$ cat config.mk
export PLATFORM = sky130hd
export DESIGN_NAME = mux_16to1
export DESIGN_NICKNAME = d
export VERILOG_FILES = /design/src/rtl/mux_16to1_pkg.sv /design/src/rtl/mux_2to1.sv /design/src/rtl/mux_16to1.sv
export SDC_FILE = /design/constraint.sdc
export NUM_CORES = 1
export LEC_CHECK = 0
export CAP_MARGIN = 10
export CORE_AREA = 2 2 39 41
export CTS_CLUSTER_DIAMETER = 80
export DETAILED_ROUTE_END_ITERATION = 10
export DIE_AREA = 0 0 41 43
export PLACE_DENSITY = 0.63
export RECOVER_POWER = 50
export SYNTH_ARGS = -nofsm -noshare
export SYNTH_HDL_FRONTEND = slang
export SYNTH_SLANG_ARGS = --single-unit
$ cat constraint.sdc
create_clock -name clk -period 1.1 [get_ports clk]
set_input_delay 0.165 -clock clk [delete_from_list [all_inputs] [get_ports clk]]
set_output_delay 0.165 -clock clk [all_outputs]
set_load 0.01 [all_outputs]
$ cat src/rtl/mux_16to1_pkg.sv
// Shared constants and helpers for the 16:1 mux tree.
// Tree nodes are numbered leaves first, so each level's base index is computable.
package mux_16to1_pkg;
  localparam int N_IN    = 16;
  localparam int SEL_W   = 4;
  localparam int N_NODES = 2 * N_IN - 1;

  typedef logic [SEL_W-1:0] sel_t;

  // First node index of tree level lvl (0 = the 16 inputs, SEL_W = root).
  function automatic int lvl_base(input int lvl);
    return 2 * N_IN - ((2 * N_IN) >> lvl);
  endfunction
endpackage

$ cat src/rtl/mux_2to1.sv
// Single 2:1 selector cell used to build the binary mux tree.
module mux_2to1 #(
  parameter int DATA_W = 1
) (
  input  logic [DATA_W-1:0] d0,
  input  logic [DATA_W-1:0] d1,
  input  logic              sel,
  output logic [DATA_W-1:0] y
);
  assign y = sel ? d1 : d0;
endmodule

$ cat src/rtl/mux_16to1.sv
// 16:1 multiplexer built as a 4-level tree of 2:1 cells, with a combinational
// output plus a registered copy of the selected data and select.
module mux_16to1
  import mux_16to1_pkg::*;
#(
  parameter int DATA_W = 1
) (
  input  logic                   clk,
  input  logic                   rst,
  input  logic [N_IN*DATA_W-1:0] in,
  input  sel_t                   sel,
  output logic [DATA_W-1:0]      out,
  output logic [DATA_W-1:0]      out_q,
  output sel_t                   sel_q
);
  logic [DATA_W-1:0] node [N_NODES];
  logic [DATA_W-1:0] out_p1;
  sel_t              sel_p1;

  for (genvar k = 0; k < N_IN; k++) begin : g_leaf
    assign node[k] = in[k*DATA_W +: DATA_W];
  end

  // sel[lvl] steers level lvl; sel[0] picks between adjacent inputs at the leaves.
  for (genvar lvl = 0; lvl < SEL_W; lvl++) begin : g_lvl
    for (genvar j = 0; j < (N_IN >> (lvl + 1)); j++) begin : g_cell
      localparam int SRC = lvl_base(lvl) + 2 * j;
      localparam int DST = lvl_base(lvl + 1) + j;
      mux_2to1 #(.DATA_W(DATA_W)) u_mux (
        .d0  (node[SRC]),
        .d1  (node[SRC+1]),
        .sel (sel[lvl]),
        .y   (node[DST])
      );
    end
  end

  assign out = node[N_NODES-1];

  // Stage p0 -> p1: capture selected data together with its select.
  always_ff @(posedge clk) begin
    if (rst) begin
      out_p1 <= '0;
      sel_p1 <= '0;
    end else begin
      out_p1 <= out;
      sel_p1 <= sel;
    end
  end

  assign out_q = out_p1;
  assign sel_q = sel_p1;
endmodule

# == After elaboration in Yosys (flattened, before gate mapping) ==
# Index checks and enable logic that the tools add are counted.
# W data, S select, Z words.
# word_totals
register_bits,5
elab_cells,17
# classes
n_mux,15
# op_table
cell,count
$mux W1,15

# == Logic depth before layout (Yosys ltp) ==
# Gate-level depths: netlist of run 1.
# logic_depth
word_depth,4
mapped_depth,3
mapped_depth_nobuf,3

# == By module ==
# A second synthesis of run 1 with hierarchy kept.
# hier_totals
cells_unflattened,25
hier_area_um2,356.6
# by_module_without_submodules
module,cells_each,area_per_inst_um2,instances,seq_area_each_um2
mux_2to1,1,15.0,15,0.0
mux_16to1,10,131.4,1,100.1

# == Worst setup path after synthesis of run 1 ==
# No wires, ideal clock.
# synth_path
path_type,input port to output port
start,input port sel[2]
end,output port out
path_stages,3
required_ns,0.935
path_slack_ns,-0.038
arrival_ns,0.973
cell_sequence,mux4_1 mux2i_1 a21oi_1
# synth_between
elab_chain_len,2
elab_cells_between_ends,3
# synth_rtl
element,line_no,text
from (decl),mux_16to1.sv:11,"input sel_t sel,"
$mux W1,mux_2to1.sv:10,assign y = sel ? d1 : d0;
$mux W1 *,mux_2to1.sv:10,
to (decl),mux_16to1.sv:12,"output logic [DATA_W-1:0] out,"
# Every way passes the cells marked *; elsewhere a longest branch is shown, timed or not.

# == Worst setup path in the final report of run 1 ==
# layout_path
start,input port in[10]
end,output port out
# layout_between
elab_chain_len,4
# layout_rtl
element,line_no,text
from (decl),mux_16to1.sv:10,"input logic [N_IN*DATA_W-1:0] in,"
$mux W1 (4 in series),mux_2to1.sv:10,
# No other way between the ends.

==> results of run 1 <==
## layer usage
layer | track usage (%) | up-vias | routed length, um
li1 | - | 149 | -
met1 | 11.84 | 136 | 267
met2 | 14.69 | 27 | 324
met3 | 3.665 | 2 | 99
met4 | 8.000 | 0 | 17
met5 | 0 | - | 0
## layout make-up
type	instances	area, um2
multi-input cells	14	170.2
clock buffers	4	26.28
inverters	1	3.754
flip-flops and latches	5	100.1
fillers	145	799.5
repair buffers	32	264.0
well taps	16	20.02
## timing repair
item,CTS,global route
endpoints found under the setup margin,7,1
setup buffers,1,0
resized for setup,62,1
pin swaps,2,1
## where the power goes
group          total [mW]  leakage [nW]  switching (mW)  internal [mW]
clock network       0.212        0.0150          0.0745          0.137
logic               0.172         0.213          0.0584          0.114
registers           0.196        0.0417         0.00221          0.193
## tightest hold or removal path, cell delays in order
cell and delay, ns:
buf_12 0.09, buf_4 0.09, nor2b_1 0.11
## metrics by stage
step / instance area (um2) / utilization (%) / std cells
global placement: 596.8 / 43.13 / 68
detailed placement: 596.8 / 43.13 / 68
CTS: 579.3 / 41.86 / 72
finish: 584.3 / 42.22 / 72
floorplan: 269.0 / - / 20
global route: 584.3 / 42.22 / 72
## state kept, by name (all words and copies together) (netlist names)
register  count
sel_q         4
out_q         1
## cells by family after synthesis
logic type | count (synthesis)
AND/OR/NAND/NOR | 6
multiplexers | 5
flip-flops | 5
AO/OA/AOI/OAI | 3
buffers and inverters | 1
## worst max-delay path by stage
stage               startpoint  endpoint  depth (start not counted)
floorplan               sel[2]       out                          3
global placement        sel[2]       out                          5
detailed placement      sel[2]       out                          5
CTS                     sel[2]       out                          5
global route            sel[2]       out                          5
finish                  in[10]       out                          5
## cells in the final DEF (no fill, tap or decap)
cell	Yosys	layout
a211oi_2	0	1
a21oi_2	0	1
buf_12	0	1
buf_2	0	9
buf_4	0	5
clkbuf_1	0	1
clkbuf_4	0	3
clkdlybuf4s15_1	0	6
clkdlybuf4s15_2	0	1
clkdlybuf4s50_1	0	1
dfxtp_1	5	5
dlygate4sd2_1	0	8
dlygate4sd3_1	0	1
inv_1	1	1
mux2i_2	0	1
mux4_2	0	4
nand2_1	1	1
nand2b_1	1	1
nor2_1	1	1
nor2b_1	3	3
o22ai_2	0	1
==> metrics.csv, run 1 <==
stage,metric,value,unit
detailed_routing,Initial DRT Pass Iterations,3,
timing,FMAX,750.6,MHz
hold_path,min-delay worst type,input pin to flop,
pwr,Peak VDD IR,0.2168,mV
floorplan,Initial Utilization,19.53,%
timing,TNS Setup,-0.2322,ns
critical_path,WP data required,0.94,ns
logic_synthesis,Post-Syn Instances,20,
finish,Synth-to-Final Area Change,116.2,%
detailed_routing,DRT iter0 DRCs,1,
logic_synthesis,largest family of logic cells by synthesized area,multiplexers,
detailed_routing,drt via density,4.361,
logic_synthesis,most common cell in the netlist,dfxtp_1,
critical_path,"CP delay by family, top",multiplexers,
placement,dpl hpwl,578.4,um
critical_path,CP arrival,1.17,ns
critical_path,critical path endpoint category,output port,
logic_synthesis,synth cell count leaders,"dfxtp_1, mux4_1, nor2b_1",
floorplan,Die Area,1763,um2
hold_path,hold-critical path endpoint,sel_q[2],
detailed_routing,overall routed net length,708,um
logic_synthesis,Yosys top cell by area,mux4_1,
logic_synthesis,ys flop type,dfxtp_1,
clock_network,total CTS buffers,3,
logic_synthesis,mux contribution to synthesized area,42.59,%
critical_path,Crit Path Class,input pin to output port,
clock_network,CTS tree,built,
clock_network,count of clock tree sinks,5,
outcome,outcome,finished with violations,
grt,total gr overflow,0,
clock_network,H-tree levels,1,
timing,WHS,0.2535,ns
placement,pre-CTS setup slack,-1.176,ns
detailed_routing,drt drc,0,
logic_synthesis,"Distinct cells, synth",11,
floorplan,Die H,43,um
timing,worst rel slew slack,87.07,%
floorplan,cell row count,14,
floorplan,Core Region,1384,um2
grt,vias in the first global route,339,
logic_synthesis,Async SR Flop Fraction,0,%
critical_path,"critical path, cell by cell",dlygate4sd2_1 > mux4_2 > o22ai_2 > a21oi_2 > buf_2,
outcome,failing checks,negative setup slack,
grt,GRT Overall Usage,10.31,%
logic_synthesis,synthesized area per cell,13.51,um2
critical_path,CP max FO,2,
finish,diode count,0,
clock_network,CTS root buf,clkbuf_4,
logic_synthesis,synthesized area,270.3,um2
pwr,Tot Pwr,0.5795,mW
timing,"Slew Viols, Final",0,
grt,pin count of the biggest net entering global routing,6,
logic_synthesis,share of the synthesized area in the top cell type,38.89,%
timing,Final WS setup,-0.2322,ns
detailed_routing,wire length per cell,9.833,um
timing,Slew @ Worst Pin,0.1902,ns
critical_path,Critical path buffers and inverters,2,
logic_synthesis,post-synthesis compound-gate area fraction,6.944,%
logic_synthesis,number of synthesized flops with an enable pin,0,
clock_network,post-cts hold buffer count,0,
grt,initial antenna violation count,0,
timing,Fin. Hold Viols,0,
placement,global placement routability congestion,0.5859,
finish,share of layout cells above drive strength 1,48.21,%
critical_path,CP max stage cell,mux4_2,
logic_synthesis,synthesized-area fraction occupied by adder cells,0,%
hold_path,worst hold path depth,3,
critical_path,Worst setup SP type,input pin,
timing,period utilization,121.1,%
logic_synthesis,Post-Synth XOR/XNOR Area,0,%
timing,"Setup violations, final",1,
logic_synthesis,post-synthesis register bit count,5,
logic_synthesis,register area share after synthesis,37.04,%
floorplan,Die X,41,um
timing,shortest period the worst path allows,1.332,ns
hold_path,Hold Path Origin,sel[2],
detailed_routing,DR vias,314,
pwr,total power per unit cell area,991.8,nW/um2
timing,RSZ-0062 raised after global routing,yes,
logic_synthesis,Syn Nets,42,
grt,first-pass GRT wire length,1200,um
placement,port bufs,27,
detailed_routing,ANT nets after route,0,
finish,Nets,79,
logic_synthesis,Synth Area in Simple Gates,12.04,%
logic_synthesis,leading post-synthesis cells by cell area,"mux4_1, dfxtp_1, nor2b_1",
clock_network,Clock Tree Buf Depth,2,
clock_network,clock slew at the register clock pins of the worst setup and hold paths,0.04,ns
critical_path,Crit path largest cell delay,0.46,ns
flow_run,max-cap viol count,0,
pwr,P_leak,0.2702,nW
logic_synthesis,Ys Warns,0,
floorplan,I/O pin count,28,
Power figures use the tool's default switching activity.
==> run 2: changes to the inputs <==
- CTS_CLUSTER_DIAMETER: 80 -> unset
==> results of run 2 <==
Same layout as run 1: the final DEF is identical, and so are final timing and power.
